### config.mk
export PLATFORM = sky130hd
export DESIGN_NAME = usr_shift_reg_param
export DESIGN_NICKNAME = d
export VERILOG_FILES = /design/src/rtl/usr_pkg.sv /design/src/rtl/usr_burst_ctrl.sv /design/src/rtl/usr_shift_reg_param.sv
export SDC_FILE = /design/constraint.sdc
export NUM_CORES = 1
export LEC_CHECK = 0
export CORE_ASPECT_RATIO = 1.1
export CORE_MARGIN = 2
export CORE_UTILIZATION = 52
export DETAILED_ROUTE_END_ITERATION = 6
export PLACE_DENSITY = 0.92
export SLEW_MARGIN = 20
export SYNTH_ARGS = -nofsm -noshare
export SYNTH_HDL_FRONTEND = slang
export SYNTH_HIERARCHICAL = 1
export SYNTH_SLANG_ARGS = --single-unit
export TNS_END_PERCENT = 50
### constraint.sdc
create_clock -name clk -period 5.7 [get_ports clk]
set_input_delay 0.855 -clock clk [delete_from_list [all_inputs] [get_ports clk]]
set_output_delay 0.855 -clock clk [all_outputs]
set_load 0.01 [all_outputs]
### src/rtl/usr_pkg.sv
// Shared types and constants for the universal shift register and its burst controller.
package usr_pkg;

   typedef enum logic [2:0] {
      OP_HOLD = 3'b000,
      OP_SHL  = 3'b001,
      OP_SHR  = 3'b010,
      OP_LOAD = 3'b011,
      OP_ROL  = 3'b100,
      OP_ROR  = 3'b101,
      OP_ASR  = 3'b110,
      OP_CLR  = 3'b111
   } usr_op_e;

   typedef enum logic {
      IDLE = 1'b0,
      RUN  = 1'b1
   } usr_state_e;

   localparam logic DIR_LEFT  = 1'b0;
   localparam logic DIR_RIGHT = 1'b1;

endpackage

### src/rtl/usr_burst_ctrl.sv
// Burst sequencer: counts programmed shifts, drives shift enable/direction to the datapath
// and pulses done when the final shift lands (or at once for a zero-length burst).
module usr_burst_ctrl
   import usr_pkg::*;
#(
   parameter int WIDTH = 8,
   parameter int CNT_W = $clog2(WIDTH + 1)
) (
   input  logic             clk,
   input  logic             rst,
   input  logic             burst_start_i,
   input  logic [CNT_W-1:0] burst_len_i,
   input  logic             burst_dir_i,
   output logic             busy_o,
   output logic             done_o,
   output logic             shift_en_o,
   output logic             shift_dir_o,
   output logic             start_o,
   output logic             op_block_o
);

   localparam logic [CNT_W-1:0] MAX_LEN = CNT_W'(WIDTH);

   usr_state_e       state_q, state_d;
   logic [CNT_W-1:0] count_q, count_d;
   logic             dir_q, dir_d;
   logic             done_q, done_d;
   logic [CNT_W-1:0] len_sat;

   assign len_sat = (burst_len_i > MAX_LEN) ? MAX_LEN : burst_len_i;

   always_ff @(posedge clk) begin
      if (rst) begin
         state_q <= IDLE;
         count_q <= '0;
         dir_q   <= DIR_RIGHT;
         done_q  <= 1'b0;
      end else begin
         state_q <= state_d;
         count_q <= count_d;
         dir_q   <= dir_d;
         done_q  <= done_d;
      end
   end

   always_comb begin
      state_d = state_q;
      count_d = count_q;
      dir_d   = dir_q;
      done_d  = 1'b0;
      start_o = 1'b0;
      case (state_q)
         IDLE: begin
            if (burst_start_i) begin
               if (len_sat != '0) begin
                  count_d = len_sat;
                  dir_d   = burst_dir_i;
                  state_d = RUN;
                  start_o = 1'b1;
               end else begin
                  done_d = 1'b1;
               end
            end
         end
         RUN: begin
            count_d = count_q - 1'b1;
            // The shift executed this cycle is the last one; done lines up with the final po.
            if (count_q == CNT_W'(1)) begin
               state_d = IDLE;
               done_d  = 1'b1;
            end
         end
         default: state_d = IDLE;
      endcase
   end

   assign busy_o      = (state_q == RUN);
   assign done_o      = done_q;
   assign shift_en_o  = (state_q == RUN);
   assign shift_dir_o = dir_q;
   assign op_block_o  = (state_q == RUN) || burst_start_i;

endmodule

### src/rtl/usr_shift_reg_param.sv
// Universal shift register with eight single-cycle ops and an autonomous burst shift mode.
// Defining USR_PARITY_EN adds a registered even-parity output that always equals ^po.
module usr_shift_reg_param
   import usr_pkg::*;
#(
   parameter int WIDTH = 8,
   localparam int CNT_W = $clog2(WIDTH + 1)
) (
   input  logic             clk,
   input  logic             rst,
   input  logic             en,
   input  logic [2:0]       op,
   input  logic             si,
   input  logic [WIDTH-1:0] pi,
   input  logic             burst_start,
   input  logic [CNT_W-1:0] burst_len,
   input  logic             burst_dir,
   output logic [WIDTH-1:0] po,
   output logic             so,
   output logic             busy,
   output logic             done
`ifdef USR_PARITY_EN
   ,
   output logic             parity
`endif
);

   logic [WIDTH-1:0] po_q, po_d;
   logic             last_dir_q, last_dir_d;
   logic             shift_en, shift_dir, burst_go, op_block;

   usr_burst_ctrl #(
      .WIDTH(WIDTH),
      .CNT_W(CNT_W)
   ) u_ctrl (
      .clk          (clk),
      .rst          (rst),
      .burst_start_i(burst_start),
      .burst_len_i  (burst_len),
      .burst_dir_i  (burst_dir),
      .busy_o       (busy),
      .done_o       (done),
      .shift_en_o   (shift_en),
      .shift_dir_o  (shift_dir),
      .start_o      (burst_go),
      .op_block_o   (op_block)
   );

   always_comb begin
      po_d       = po_q;
      last_dir_d = last_dir_q;
      if (shift_en) begin
         if (shift_dir == DIR_RIGHT) po_d = {si, po_q[WIDTH-1:1]};
         else                        po_d = {po_q[WIDTH-2:0], si};
      end else if (burst_go) begin
         last_dir_d = burst_dir;
      end else if (!op_block && en) begin
         case (usr_op_e'(op))
            OP_SHL: begin
               po_d       = {po_q[WIDTH-2:0], si};
               last_dir_d = DIR_LEFT;
            end
            OP_SHR: begin
               po_d       = {si, po_q[WIDTH-1:1]};
               last_dir_d = DIR_RIGHT;
            end
            OP_LOAD: po_d = pi;
            OP_ROL: begin
               po_d       = {po_q[WIDTH-2:0], po_q[WIDTH-1]};
               last_dir_d = DIR_LEFT;
            end
            OP_ROR: begin
               po_d       = {po_q[0], po_q[WIDTH-1:1]};
               last_dir_d = DIR_RIGHT;
            end
            OP_ASR: begin
               po_d       = {po_q[WIDTH-1], po_q[WIDTH-1:1]};
               last_dir_d = DIR_RIGHT;
            end
            OP_CLR:  po_d = '0;
            default: po_d = po_q;
         endcase
      end
   end

   always_ff @(posedge clk) begin
      if (rst) begin
         po_q       <= '0;
         last_dir_q <= DIR_RIGHT;
      end else begin
         po_q       <= po_d;
         last_dir_q <= last_dir_d;
      end
   end

   assign po = po_q;
   // so is the bit the next shift in the most recent direction would push out.
   assign so = (last_dir_q == DIR_RIGHT) ? po_q[0] : po_q[WIDTH-1];

`ifdef USR_PARITY_EN
   logic parity_q;

   always_ff @(posedge clk) begin
      if (rst) parity_q <= 1'b0;
      else     parity_q <= ^po_d;
   end

   assign parity = parity_q;
`endif

endmodule

==> metrics.yaml <==
drt:
  routed_wl_um: 3300
  drc: 0
  dr.pass1.iters: 4
  wl_per_cell_um: 16.2
  final_antenna_net_count: 0
  drt_iter0_markers: 44
  vias: 1280
  vias_per_cell: 6.31
synthesis:
  synth_area_leaders: "dfxtp_1, a21oi_1, a211o_1, mux2_2, nor2b_1"
  syn_inst: 150
  mappedNetlistArea_um2: 1260
  syn-num-nets: 173
  ys_types: 42
  ys_ff_latch: 16
  yosysTopAreaCellShare: 0.254
  yosys_warnings: 6
  synth_enable_flop_cells: 0
  yosys.area.top_type: "dfxtp_1"
  ys_async_sr_fraction: 0
  syn_area_per_cell_um2: 8.41
  synth-main-ff-cell: "dfxtp_1"
  seq_area_frac_synth: 0.254
final_layout:
  multi_input_area_um2: 867
  n_antenna_cell: 0
  final_cell_mix: "clkdlybuf4s50_1, a21oi_1, dfxtp_1"
  final_cell_area_um2: 1570
  instances_no_fill: 203
  fin_nets: 198
  final_core_util: 0.690
  seq_area_um2: 322
  nFillCells: 182
  final_common_cell: "clkdlybuf4s50_1"
  drive_above_1_share: 0.121
  syn2layout_area_growth_pct: 24.5
setup_path:
  path_class: "in -> reg"
  rr_endpoint: "po[3]"
  r2r_cells: 7
  cp_slowest_stage_delay_ns: 0.58
  cp_data_required_time_ns: 5.90
  r2r_slack_ns: 3.52
  crit_family: "simple AND/OR/NAND/NOR gates"
  end_kind: "register"
  arrival_ns: 3.08
  path_buf_inv: 2
  crit_path_start_kind: "input pin"
  reg2reg_from: "u_ctrl/busy_o"
  crit_chain: "clkdlybuf4s50_1 > or4_4 > nand2_1 > inv_1 > nor3b_2 > nand2b_4 > a211o_1 > a221oi_2"
  crit_slowest_cell: "or4_4"
  path_max_fanout: 11
floorplanning:
  die_area_um2: 2840
  die_h_um: 55.7
  placementRows: 18
  die_w_um: 51.0
  io_pins: 32
  start_util: 0.554
  core_area_um2: 2270
sta:
  finalCritPeriodShare: 0.506
  max_slew_margin: 0.527
  maxSlewViolCount: 0
  clock_skew_ns: 0.0114
  worst_pin_slew_ns: 0.708
  post-route-min-period_ns: 2.88
  rsz0062_at_grt: "false"
  final_hold_viol_count: 0
  fmax_mhz: 347
  finalSetupViolCount: 0
  tns_ns: 0
placed_design:
  port_buffers: 31
  place.gp.congestion: 0.860
  placed_area_um2: 1550
  dp_hpwl_um: 2400
  place_inst: 200
flow_run:
  maxCapViolations: 0
clocking:
  clock_sinks: 16
  cts_tree: "yes"
  clkTransAtPathRegs_ns: 0.09
  numCtsBuffers: 3
  postCtsSetupBuffers: 0
  clock_path_buffers: 2
  ctsRootBufferMaster: "clkbuf_4"
  ctsHtreeMaxLevel: 1
  insertion_delay_ns: 0.29
  ctsHoldBuffers: 0
  ctsResizeCount: 0
run_status:
  status: "finished clean"
hold_path:
  min_to: "last_dir_q"
  holdCritPathClass: "reg -> reg"
  min_path_cells: 1
  worstHoldStart: "last_dir_q"
global_routing:
  grtUsageTotal: 0.241
  grt_max_degree: 33
  grt_pass1_vias: 1185
  grt_overflow: 0
  grt_pass1_wl_um: 5370
  antenna_found_initial: 0
power:
  peakVddDrop_v: 0.000156
  p_leak_nw: 0.598
  cellPowerDensity_nw_per_um2: 188
[layer usage]
metal  vias up  track usage  routed length (um)  share of wire
li1        621            -                   -              -
met1       605        0.301                1350           0.41
met2        44        0.414                1710           0.52
met3        10       0.0215                 150          0.046
met4         0        0.104                  84          0.025
met5         -            0                   0              0
[power by group]
part	leakage (nW)	internal, W	switching [W]
logic	0.453	0.0000522	0.0000429
clock network	0.0138	0.0000246	0.0000347
registers	0.132	0.000122	0.0000196
[flip-flops by register name, indices dropped and copies added, names as in the netlist]
name and flops:
last_dir_q 1, po 8, u_ctrl/busy_o 1, u_ctrl/count_q 4
u_ctrl/done_o 1, u_ctrl/shift_dir_o 1
[metrics by stage]
| stage | setup WS (ns) | total power (W) | hold WS (ns) |
|---|---|---|---|
| floorplan | 3.17 | 0.000197 | 0.430 |
| global placement | 2.69 | 0.000233 | 0.456 |
| detailed placement | 2.54 | 0.000237 | 0.469 |
| CTS | 2.79 | 0.000295 | 0.489 |
| global route | 2.72 | 0.000309 | 0.516 |
| finish | 2.82 | 0.000296 | 0.486 |
[synthesized netlist by cell type (all sizes together), types with 2 or more instances]
cell type	number
nand2b	2
ha	2
nor4b	3
mux2	5
a211oi	5
dfxtp	16
a21o	3
o21bai	2
nor2	5
a31oi	2
a221o	3
and3	4
a211o	7
nand3b	3
inv	3
a21oi	18
mux2i	5
clkbuf	3
a221oi	3
nor2b	11
nor3	8
o21ai	7
a32oi	3
buf	8
nand2	10
[worst max path at each step]
stage               slack [ns]    end     startpoint  depth (start not counted)
floorplan                 3.17  po[2]   burst_len[2]                          8
global placement          2.69  po[2]   burst_len[2]                          8
detailed placement        2.54  po[3]   burst_len[2]                          8
CTS                       2.79   busy  u_ctrl/busy_o                          1
global route              2.72  po[3]   burst_len[2]                          8
finish                    2.82  po[3]   burst_len[2]                          8
[cell families (layout without fill, tap and decap cells)]
group           Yosys count  count (layout)  synth area share
compound gates           56              56             0.324
simple gates             52              52             0.259
flops                    16              16             0.254
buf+inv                  14              37            0.0585
mux                      10              10            0.0843
fa+ha+maj                 2               2            0.0198
[final cells by class]
cell class | count | share of cell area
multi-input cells | 120 | 0.552
flip-flops and latches | 16 | 0.205
repair buffers | 31 | 0.198
well taps | 30 | 0.0239
clock buffers | 3 | 0.0143
inverters | 3 | 0.00717
Power figures use the tool's default switching activity.
